**config.mk**
```make
export PLATFORM = sky130hd
export DESIGN_NAME = prdec_fifo
export DESIGN_NICKNAME = d
export VERILOG_FILES = /design/src/rtl/prdec_fifo.sv
export SDC_FILE = /design/constraint.sdc
export NUM_CORES = 1
export LEC_CHECK = 0
export ABC_AREA = 1
export CAP_MARGIN = 20
export CORE_MARGIN = 10
export CORE_UTILIZATION = 31
export CTS_CLUSTER_SIZE = 28
export DETAILED_ROUTE_END_ITERATION = 8
export GPL_ROUTABILITY_DRIVEN = 0
export SYNTH_ARGS = -nofsm -noshare
export SYNTH_HDL_FRONTEND = slang
export SYNTH_SLANG_ARGS = --single-unit
```
**constraint.sdc**
```tcl
create_clock -name clk -period 4.2 [get_ports clk]
set_clock_uncertainty 0.05 [all_clocks]
set_input_delay 0.84 -clock clk [delete_from_list [all_inputs] [get_ports clk]]
set_output_delay 0.84 -clock clk [all_outputs]
set_load 0.03 [all_outputs]
```
**src/rtl/prdec_fifo.sv**
```systemverilog
// rtl/prdec_fifo.sv - registered one-hot decoder feeding a small valid/ready FIFO
module prdec_fifo #(
  parameter int IDX_W = 2,
  parameter int N     = 4,
  parameter int DEPTH = 4
) (
  input  logic                     clk,
  input  logic                     rst,
  input  logic                     in_valid,
  output logic                     in_ready,
  input  logic [IDX_W-1:0]         in_idx,
  input  logic                     in_none,
  output logic                     out_valid,
  input  logic                     out_ready,
  output logic [N-1:0]             out_onehot,
  output logic [$clog2(DEPTH):0]   count,
  output logic                     err
);

  localparam int PTR_W = $clog2(DEPTH);
  localparam int CNT_W = PTR_W + 1;

  logic [N-1:0]     mem [DEPTH];
  logic [PTR_W-1:0] wr_ptr;
  logic [PTR_W-1:0] rd_ptr;
  logic [CNT_W-1:0] count_q;
  logic [N-1:0]     word;
  logic             idx_hit;
  logic             push;
  logic             pop;
  logic             store;
  logic             drop;

  // Loop compare keeps the range check free of width games when N < 2**IDX_W.
  always_comb begin
    word    = '0;
    idx_hit = 1'b0;
    for (int i = 0; i < N; i++) begin
      if (in_idx == IDX_W'(i)) begin
        word[i] = 1'b1;
        idx_hit = 1'b1;
      end
    end
    if (in_none) begin
      word = '0;
    end
  end

  assign in_ready   = (count_q != CNT_W'(DEPTH));
  assign out_valid  = (count_q != '0);
  assign push       = in_valid & in_ready;
  assign store      = push & (in_none | idx_hit);
  assign drop       = push & ~in_none & ~idx_hit;
  assign pop        = out_valid & out_ready;
  assign out_onehot = out_valid ? mem[rd_ptr] : '0;
  assign count      = count_q;

  always_ff @(posedge clk) begin
    if (rst) begin
      wr_ptr  <= '0;
      rd_ptr  <= '0;
      count_q <= '0;
      err     <= 1'b0;
    end else begin
      if (store) begin
        wr_ptr <= wr_ptr + PTR_W'(1);
      end
      if (pop) begin
        rd_ptr <= rd_ptr + PTR_W'(1);
      end
      if (drop) begin
        err <= 1'b1;
      end
      case ({store, pop})
        2'b10:   count_q <= count_q + CNT_W'(1);
        2'b01:   count_q <= count_q - CNT_W'(1);
        default: count_q <= count_q;
      endcase
    end
  end

  // Storage needs no reset: out_onehot is masked while the FIFO is empty.
  always_ff @(posedge clk) begin
    if (store) begin
      mem[wr_ptr] <= word;
    end
  end

endmodule

```
## Word level (Yosys, flattened, before mapping)

Memory sizes are Yosys's and may differ from the RTL's. A register that Yosys moved wholly into a read port is not among the register bits.
Cells that the tools add are included.

- Register bits after elaboration: 8
- Memories kept: 1
- Word-level logic and storage cells: 40
- RAM bits: 16

Memory list:

| name | words | width | read ports | clocked after Yosys merged registers in | write ports | line | text |
|---|---|---|---|---|---|---|---|
| mem | 4 | 4 | 1 | 1 | 1 | 23 | `logic [N-1:0] mem [DEPTH];` |

- Eq/ne operators: 6
- Muxes and demuxes: 14
- Add/sub/neg operators: 4
- Reduce and logical (&&, ||, !) cells: 3
- Bitwise logic cells: 8

Operators by type and width:

| cell | number |
|---|---|
| two-way mux 1 bit | 9 |
| two-way mux 4 bit | 2 |
| equality test 2 bit (second input constant) | 3 |
| one-hot mux 3 bit (2 select lines) | 1 |
| AND 1 bit | 5 |
| adder 2 x 1 -> 2 bit (second input constant) | 2 |
| equality test 2 x 1 -> 1 bit (second input constant) | 2 |
| two-way mux 2 bit | 2 |
| adder 3 x 1 -> 3 bit (second input constant) | 1 |
| != test 3 bit (second input constant) | 1 |
| nonzero test 3 bit | 1 |
| subtractor 3 x 1 -> 3 bit (second input constant) | 1 |
| zero test 2 bit | 1 |
| NOT 1 bit | 2 |
| nonzero test 2 bit | 1 |
| bitwise OR 1 bit | 1 |

## Logic depth before layout (Yosys ltp)

- Depth after elaboration: 9
- Depth in mapped cells: 13
- Gate-level depth less buffers: 13

## Worst setup path before layout

OpenSTA, ideal clock, no wires.

- Path type: reg2out
- Start point: reg count_q[2], in the netlist count[2]
- End point: out out_onehot[0]
- Data arrival time: 1.502 ns
- Data required time: 3.310 ns
- Cell stages (with the launch flop): 5
- Path slack: 1.808 ns
- Cells stage by stage: dfxtp_1 -> inv_1 -> nand2_2 -> inv_1 -> a21oi_1

- Longest elaborated chain between the ends: 2

Ends and longest elaborated chain:

| element | line | text |
|---|---|---|
| from (decl) | 26 | `logic [CNT_W-1:0] count_q;` |
| from (signal assigned) | 75 | `2'b10: count_q <= count_q + CNT_W'(1);` |
| from (signal assigned) | 76 | `2'b01: count_q <= count_q - CNT_W'(1);` |
| from (signal assigned) | 77 | `default: count_q <= count_q;` |
| nonzero test 3 bit | 50 | `assign out_valid = (count_q != '0);` |
| via out_valid | 13 | `output logic out_valid,` |
| two-way mux 4 bit | 55 | `assign out_onehot = out_valid ? mem[rd_ptr] : '0;` |
| to (decl) | 15 | `output logic [N-1:0] out_onehot,` |

The timed path passes the listed nets, and every way through them passes these cells.

==> key figures <==
Run status
  • Status: finished clean

Worst setup path
  • Worst Reg-to-Reg Cells: 13
  • CP Capture Type: output port
  • Crit path DAT: ~1.9 ns
  • Critical Path Start Type: flop
  • R2r startpoint: count[1]
  • CP required: about 3.3 ns
  • Kind of critical path: flop to output port
  • Crit path max fanout: 9

Hold path
  • Hold_sp: err
  • Hold Path Class: flop to flop
  • Worst hold stages: 2

Timing
  • RSZ-0062 raised after global routing: false
  • Slew Limit Headroom: between 60% and 70%
  • Post-route setup slack: about 1.4 ns
  • Slew Viols, Final: 0
  • Worst-Margin Slew: roughly 0.50 ns
  • Final Critical Period: between 2 and 3 ns
  • Final worst-path cycle share: roughly two thirds
  • Final setup vio count: 0
  • F_max: about 0.36 GHz
  • Post-route setup TNS: 0 ns
  • Final Hold Vio Count: 0

Drt
  • Total Routed Length: 2230 microns
  • Pre-Repair DR Iteration Count: 4
  • Routed Antenna Nets: 0
  • DR vias: about 840
  • Wire per inst: between 10 and 15 microns
  • DRT iter0 DRCs: 39
  • DRC Markers: 0
  • DR vias/cell: 4.39

Logic synthesis
  • Synth top area share: about two fifths
  • Yosys cell types: 17
  • Post-synthesis xor/xnor area fraction: 0%
  • Synth Cell Area: approximately 0.0012 sq mm
  • Syn Area/Cell: between 9 and 10 sq um
  • Synth Area in Compound Gates: under 10%
  • Post-synth top area cell: edfxtp_1
  • Post-synthesis adder-cell area fraction: under 10%
  • Synth async-reset ratio: 0%
  • Most numerous cell in the Yosys netlist: nor2_1
  • Sequential area share after synthesis: just under 60%
  • Ys flop type: edfxtp_1
  • Top cells by area, synth: edfxtp_1, dfxtp_1, nor2_1
  • Largest family of logic cells by synthesized area: simple AND/OR/NAND/NOR gates
  • Mux contribution to synthesized area: 0%
  • Post-synthesis simple-gate area fraction: roughly a fifth
  • Net count after synthesis: 138
  • Seq cells post-synth: 26
  • Synth warnings: 0
  • Cell count after synthesis: roughly 130
  • Top cells by count, synth: nor2_1, inv_1, edfxtp_1
  • Number of synthesized flops with an enable pin: 16

Pwr
  • Pwr dens: 652 mW/mm^2
  • Leakage: 0.579 nW
  • Total power: 955 uW
  • VDD IR-drop max: between 0.0003 and 0.0004 V

Clock tree
  • Root buf cell: clkbuf_8
  • Hold buffers post-CTS: 0
  • Worst skew pair latency: between 0.2 and 0.3 ns
  • CTS Sinks: 26
  • Worst-path clk slew: about 0.090 ns
  • PostCTS Resize Cnt: 0
  • CTS tree: done
  • CTS H-tree lvls: 1
  • Clock Path Buffers: 2
  • Inserted Clock Buffers: 3
  • Post-CTS setup buffers: 0

Job
  • MaxCap Viol Count: 0

Global routing
  • GRT Max-Usage Layer: met2
  • Vias in the first global route: slightly above 800
  • Initial antenna violation count: 0
  • M1 GR Usage: ~8%
  • M2 GR Usage: 11.4%
  • GRT Resource Usage Total: 7.27%
  • Pin count of the biggest net entering global routing: 16
  • Met3 Usage GRT: ~4.3%
  • First-pass GRT wire length: between 3000 and 4000 microns
  • Remaining global-route overflow: 0

Cells and area
  • Layout cells sized above 1: 7.64%
  • Fin util: roughly 40%
  • Area delta synth->final: 24.3%
  • Final nets: about 160
  • Post-route non-filler standard cell count: 192
  • Diode count: 0

Die
  • Starting Density: between 30% and 40%
  • Die area: between 0.006 and 0.007 sq mm
  • DIE HEIGHT: slightly above 80 microns
  • Number of top-level pins: 17
  • Core Area: between 0.003 and 0.004 sq mm
  • Row cnt: 22
  • Die X: around 82 microns

Placement
  • Port bufs: 16
  • Dpl ws: roughly 1.6 ns
  • Placed cell count: approximately 190
  • DP Wirelength: 1740 microns
-- sequential cells by signal, summed over array words and instances, names as in the netlist, named ones only --
register and cells:
count 3, err 1, mem 16, rd_ptr 2
wr_ptr 2
-- where the power goes --
group          total [mW]  leakage [nW]  internal [mW]  switching (mW)
registers           0.347         0.232          0.309          0.0379
clock network       0.205        0.0357          0.127          0.0773
logic               0.403         0.311          0.151           0.252
-- kinds of logic after synthesis --
family,Yosys count
buffers and inverters,23
AND/OR/NAND/NOR,51
adder cells (fa/ha/maj),6
flip-flops,26
AO/OA/AOI/OAI,19
-- routing by layer --
layer  wire [microns]  share of wire, %
met1             1050                47
met2              931                42
met3              222                10
met4               27               1.2
met5                0                 0
-- worst max-delay path, cell delays in order (launching register included) --
cell and delay, ns:
dfxtp_1 0.50, nor2_1 0.08, nor2_1 0.09, o21ai_0 0.09, a21oi_1 0.17, clkdlybuf4s50_1 0.69
-- cells in the final DEF, fill, tap and decap left out, drive strengths merged --
cell type	n
edfxtp	16
nand2	15
nand3	5
clkdlybuf4s50	16
nor3	4
nor2	27
fa	1
o21ai	10
ha	5
clkbuf	3
inv	22
bufinv	1
dfxtp	10
a21oi	9
-- cell type report --
cell class,instances,area (sq um)
Clock buffer,3,41.3
Timing Repair Buffer,16,160
Multi-Input combinational cell,76,410
Fill cell,367,2200
Sequential cell,26,681
Clock inverter,1,30.0
Inverter,22,82.6
Tap cell,48,60.1
-- path summary, 6_finish.rpt --
path	endpoint	slack [ns]
worst min-delay path	err	0.38
worst max register to register	count[2]	2.32
worst min register to register	err	0.38
worst max-delay path	out_onehot[2]	1.40
-- metrics by stage --
step	instance area (sq um)	hold WS (ns)
floorplan	1180	0.409
global placement	1390	0.361
detailed placement	1390	0.366
CTS	1470	0.378
global route	1470	0.409
finish	1470	0.376
Note: power is estimated with default switching activity, not from simulation.
